`config.mk`:
```
export PLATFORM = sky130hd
export DESIGN_NAME = cust_div_seq
export DESIGN_NICKNAME = d
export VERILOG_FILES = /design/src/rtl/cust_div_pkg.sv /design/src/rtl/cust_div_seq_div_step.sv /design/src/rtl/cust_div_seq.sv
export SDC_FILE = /design/constraint.sdc
export NUM_CORES = 1
export LEC_CHECK = 0
export BUFFER_PORTS_ARGS = -buffer_cell sky130_fd_sc_hd__buf_2
export CAP_MARGIN = 15
export CORE_ASPECT_RATIO = 0.7
export CORE_MARGIN = 2
export CORE_UTILIZATION = 52
export CTS_BUF_LIST = sky130_fd_sc_hd__clkbuf_8
export DETAILED_ROUTE_END_ITERATION = 8
export PLACE_DENSITY_LB_ADDON = 0.25
export SLEW_MARGIN = 20
export SYNTH_ARGS = -nofsm -noshare
export SYNTH_HDL_FRONTEND = slang
export SYNTH_SLANG_ARGS = --single-unit
```
`constraint.sdc`:
```
create_clock -name clk -period 4.4 [get_ports clk]
set_input_delay 0.88 -clock clk [delete_from_list [all_inputs] [get_ports clk]]
set_output_delay 0.88 -clock clk [all_outputs]
set_load 0.05 [all_outputs]
```
`src/rtl/cust_div_pkg.sv`:
```
// Shared state encodings, result-select codes and default sizing for the sequential divider.
package cust_div_pkg;
  localparam int DEF_WIDTH = 32;
  localparam int DEF_CNT_W = 6;

  typedef enum logic [1:0] {
    ST_IDLE = 2'd0,
    ST_RUN  = 2'd1,
    ST_FIN  = 2'd2
  } state_t;

  localparam logic SEL_QUO = 1'b0;
  localparam logic SEL_REM = 1'b1;
endpackage

```
`src/rtl/cust_div_seq_div_step.sv`:
```
// One restoring-division step: shift in the next dividend bit, trial-subtract the divisor.
// Latency: combinational.
// Backpressure: none; the caller decides when to register the outputs.
module div_step
  import cust_div_pkg::*;
#(
  parameter int WIDTH = DEF_WIDTH
) (
  input  logic [WIDTH-1:0] rem,
  input  logic             quo_msb,
  input  logic [WIDTH-1:0] div,
  output logic [WIDTH-1:0] next_rem,
  output logic             q_bit
);
  logic [WIDTH:0] shifted;
  logic [WIDTH:0] trial;

  // The remainder MSB is kept in the shift so divisors with bit WIDTH-1 set still divide correctly.
  assign shifted  = {rem, quo_msb};
  assign trial    = shifted - {1'b0, div};
  assign q_bit    = ~trial[WIDTH];
  assign next_rem = q_bit ? trial[WIDTH-1:0] : shifted[WIDTH-1:0];
endmodule

```
`src/rtl/cust_div_seq.sv`:
```
// Multi-cycle unsigned divider for a custom-instruction slot; n selects quotient or remainder.
// Latency: WIDTH+1 enabled edges after the start edge (1 edge for divide-by-zero).
// Backpressure: clk_en low freezes all state; start is ignored while busy or while done is high.
module cust_div_seq
  import cust_div_pkg::*;
#(
  parameter int WIDTH = DEF_WIDTH,
  parameter int CNT_W = DEF_CNT_W
) (
  input  logic             clk,
  input  logic             reset_n,
  input  logic             clk_en,
  input  logic             start,
  input  logic             n,
  input  logic [WIDTH-1:0] dataa,
  input  logic [WIDTH-1:0] datab,
  output logic [WIDTH-1:0] result,
  output logic             done,
  output logic             busy
);
  state_t           state, nxt_state;
  logic [WIDTH-1:0] quo, nxt_quo;
  logic [WIDTH-1:0] rem, nxt_rem;
  logic [WIDTH-1:0] div, nxt_div;
  logic [CNT_W-1:0] cnt, nxt_cnt;
  logic             sel, nxt_sel;
  logic [WIDTH-1:0] nxt_result;
  logic             nxt_done, nxt_busy;
  logic [WIDTH-1:0] step_rem;
  logic             step_q;

  div_step #(.WIDTH(WIDTH)) u_step (
    .rem      (rem),
    .quo_msb  (quo[WIDTH-1]),
    .div      (div),
    .next_rem (step_rem),
    .q_bit    (step_q)
  );

  always_ff @(posedge clk) begin
    if (!reset_n)
      state <= ST_IDLE;
    else if (clk_en)
      state <= nxt_state;
  end

  always_comb begin
    nxt_state  = state;
    nxt_quo    = quo;
    nxt_rem    = rem;
    nxt_div    = div;
    nxt_cnt    = cnt;
    nxt_sel    = sel;
    nxt_result = result;
    nxt_done   = 1'b0;
    nxt_busy   = busy;
    case (state)
      ST_IDLE: begin
        // A start coinciding with the done pulse belongs to the finished operation and is dropped.
        if (start && !done) begin
          nxt_busy = 1'b1;
          nxt_sel  = n;
          if (datab != '0) begin
            nxt_state = ST_RUN;
            nxt_rem   = '0;
            nxt_quo   = dataa;
            nxt_div   = datab;
            nxt_cnt   = '0;
          end else begin
            nxt_state = ST_FIN;
            nxt_quo   = '1;
            nxt_rem   = dataa;
          end
        end
      end
      ST_RUN: begin
        nxt_rem = step_rem;
        nxt_quo = {quo[WIDTH-2:0], step_q};
        nxt_cnt = cnt + 1'b1;
        if (cnt == CNT_W'(WIDTH - 1))
          nxt_state = ST_FIN;
      end
      ST_FIN: begin
        nxt_result = (sel == SEL_REM) ? rem : quo;
        nxt_done   = 1'b1;
        nxt_busy   = 1'b0;
        nxt_state  = ST_IDLE;
      end
      default: nxt_state = ST_IDLE;
    endcase
  end

  always_ff @(posedge clk) begin
    if (!reset_n) begin
      quo    <= '0;
      rem    <= '0;
      div    <= '0;
      cnt    <= '0;
      sel    <= SEL_QUO;
      result <= '0;
      done   <= 1'b0;
      busy   <= 1'b0;
    end else if (clk_en) begin
      quo    <= nxt_quo;
      rem    <= nxt_rem;
      div    <= nxt_div;
      cnt    <= nxt_cnt;
      sel    <= nxt_sel;
      result <= nxt_result;
      done   <= nxt_done;
      busy   <= nxt_busy;
    end
  end
endmodule

```
==> flow_summary.yaml <==
status:
  status: "complete, no violations"
route:
  vias_per_cell: 6.12
  drt_iter0_drc: 712
  first_pass_iters: 6
  postRouteWirelength_um: 23300
  postRouteAntennaNets: 0
  drc: 0
  wire_per_inst_um: 18.0
  num_vias: 7897
pwr:
  p_leak_nw: 3.91
  switching_share_pct: 40.9
  p_seq_share_pct: 37.0
  ir_worst_vdd_mv: 0.221
  internal-power_mw: 2.29
  p_sw_mw: 1.58
  p_per_area_nw_per_um2: 421
  total_power_mw: 3.87
  comb_power_share_pct: 36.1
  clkPwrFrac_pct: 26.9
grt:
  grt_use_total_pct: 27.7
  grt-ovfl-total: 0
  grt_pass1_wl_um: 37100
  antenna_found_initial: 0
  grt_max_degree: 84
  grt_pass1_vias: 7197
clock_tree:
  cts_root_buf: "clkbuf_8"
  cts.path.max_buffers: 2
  cts_resized: 0
  cts_sinks: 139
  htreeDepth: 4
  numCtsBuffers: 17
  ctsHoldBuffers: 0
  postCtsSetupBuffers: 0
  insertion_delay_ns: 0.46
  clk_pin_slew_ns: 0.09
  cts_tree: "done"
worst_setup_path:
  reg2reg_setup_slack_ns: 0.75
  worstSetupStartpoint: "quo[31]"
  cp.required_ns: 4.79
  cp-end-kind: "flop"
  worstReg2RegEnd: "rem[1]"
  reg2reg_depth: 12
  critPathKind: "flop to flop"
  worstSetupStartpointType: "flop"
  crit_chain: "inv_1, ha_1, fa_1, nand2b_1, a21oi_2, o31a_1, a311oi_2, o211ai_2, a21o_1, nand2_1, or3_1, a31oi_1"
  path_max_fanout: 24
  arrival_ns: 4.04
  cp_slowest_cell: "or3_1"
  slowest_delay_ns: 0.52
  r2r-start: "quo[31]"
timing:
  tns_ns: 0
  worstMarginPinSlew_ns: 1.09
  rsz0062_at_grt: "false"
  hold_slack_ns: 0.466
  report.final.setup_viol: 0
  min_period_over_period_pct: 83.1
  fmax_ghz: 0.274
  hold_viol_final: 0
  period_needed_ns: 3.65
  max_slew_margin_pct: 27.0
  finalClockSkew_ns: 0.0116
  slew_violations: 0
  setup_ws_ns: 0.745
floorplan:
  die-area_um2: 16900
  ios: 103
  die_w_um: 154
  initial_core_util_pct: 53.1
  die_h_um: 109
  core_um2: 15500
  num_rows: 38
logic_synthesis:
  syn-instance-count: 1019
  ys_types: 58
  synth_edf_count: 0
  synth.cell_area_um2: 8230
  synth-seq-cells: 139
  synth_area_per_cell_um2: 8.08
  ys_warn_count: 0
  synth_fp_nets: 1122
  synth_flop_cell: "dfxtp_1"
  async_flop_share_pct: 0
  seq_area_frac_synth_pct: 33.8
placement:
  placed_area_um2: 8820
  dp.cells: 1259
  hpwlAfterDp_um: 16700
  place_congestion: 0.935
  port_buffers: 102
  dp_slack_ns: 0.831
finish:
  finish.utilization_pct: 59.4
  nets: 1181
  final_cell_mix: "nand2_1, dfxtp_1, buf_2"
  diodes: 0
  area_delta_synth_final_pct: 11.8
  drive_above_1_share_pct: 15.0
  stdcell_count: 1290
  fin_area_um2: 9210
  final_common_cell: "nand2_1"
hold_path:
  holdCritStartpoint: "div[5]"
  min_path_type: "flop to flop"
  hold-path-cell-count: 2
  holdPathEnd: "div[5]"
flow_run:
  drv_cap: 0
## final cells by class
cell class / instances / area (um2)
clock buffer: 17 / 234
timing repair buffer: 115 / 623
multi-input combinational: 766 / 5020
fill: 1454 / 6290
inverter: 39 / 146
clock inverter: 14 / 150
tap: 200 / 250
sequential: 139 / 2780
## worst max path at each step
stage | slack (ns) | endpoint
global placement | 0.95 | rem[1]
CTS | 0.83 | rem[1]
detailed placement | 0.83 | rem[1]
global route | 0.51 | rem[1]
finish | 0.75 | rem[1]
floorplan | 1.57 | rem[29]
## Yosys cell counts, types with 2 or more instances
cell type	count	area [um2]
a21o_1	18	135
o21a_1	7	52.6
and2_1	2	12.5
xnor2_1	21	184
buf_2	4	20.0
or3_1	6	37.5
nand4_1	8	50.1
xor2_1	11	96.3
a21boi_0	68	510
o22ai_1	2	12.5
and3_1	5	31.3
o21bai_1	3	22.5
nand2b_1	8	50.1
ha_1	33	413
o21ai_0	52	260
inv_1	39	146
nand2_1	165	619
mux2i_1	37	370
o31ai_1	4	30.0
nor2b_1	11	68.8
dfxtp_1	139	2780
o31a_1	2	17.5
nor4_1	11	68.8
o211ai_1	13	97.6
a311oi_1	2	17.5
clkbuf_1	63	236
nand3_1	39	195
a21oi_1	78	390
a221oi_1	5	43.8
o211a_1	35	350
o211ai_2	2	25.0
nor3_1	11	55.1
a31oi_1	25	156
a21oi_2	2	17.5
buf_1	5	18.8
a211o_1	2	17.5
nor2_1	25	93.8
a311o_1	2	20.0
o221ai_1	32	280
a211oi_1	4	30.0
## power groups by stage
stage / combinational (mW) / sequential [mW] / clock, mW
4_1_cts: 1.37 / 1.43 / 1.05
6_report: 1.40 / 1.43 / 1.04
2_1_floorplan: 1.06 / 1.44 / 0
5_1_grt: 1.52 / 1.44 / 1.11
3_5_place_dp: 1.36 / 1.46 / 0
3_3_place_gp: 1.35 / 1.46 / 0
## critical path: cells and delay by family (launching register included)
family / cells / cell delay, ns
buffers and inverters: 1 / 0.07
AO/OA/AOI/OAI: 6 / 1.34
adder cells (fa/ha/maj): 2 / 0.58
AND/OR/NAND/NOR: 3 / 1.24
flip-flops: 1 / 0.36
## routing by layer
metal  vias up  part of all wire [%]  routed length (um)  track usage (%)
met5         -                     0                   0                0
met3        49                   6.4                1490             4.89
met2       279                    44               10300             43.3
li1       3837                     -                   -                -
met4         0                   2.3                 535             10.2
met1      3732                    47               10900             38.5
## registers in the layout, summed over array words and instances, names as in the netlist
| register | count |
|---|---|
| done | 1 |
| busy | 1 |
| state | 2 |
| div | 32 |
| result | 32 |
| sel | 1 |
| rem | 32 |
| cnt | 6 |
| quo | 32 |
## cells by family (layout without fill, tap and decap cells)
kind of cell / after synthesis / in the layout / share of synthesized area (%)
DFF: 139 / 139 / 33.8
muxes: 37 / 37 / 4.50
adders and majority gates: 34 / 34 / 5.26
AOI/OAI and AO/OA: 365 / 365 / 31.0
and+or+nand+nor: 298 / 298 / 16.4
buffers and inverters: 114 / 185 / 5.59
xor gates and xnor gates: 32 / 32 / 3.40
(Power assumes the default switching activity.)
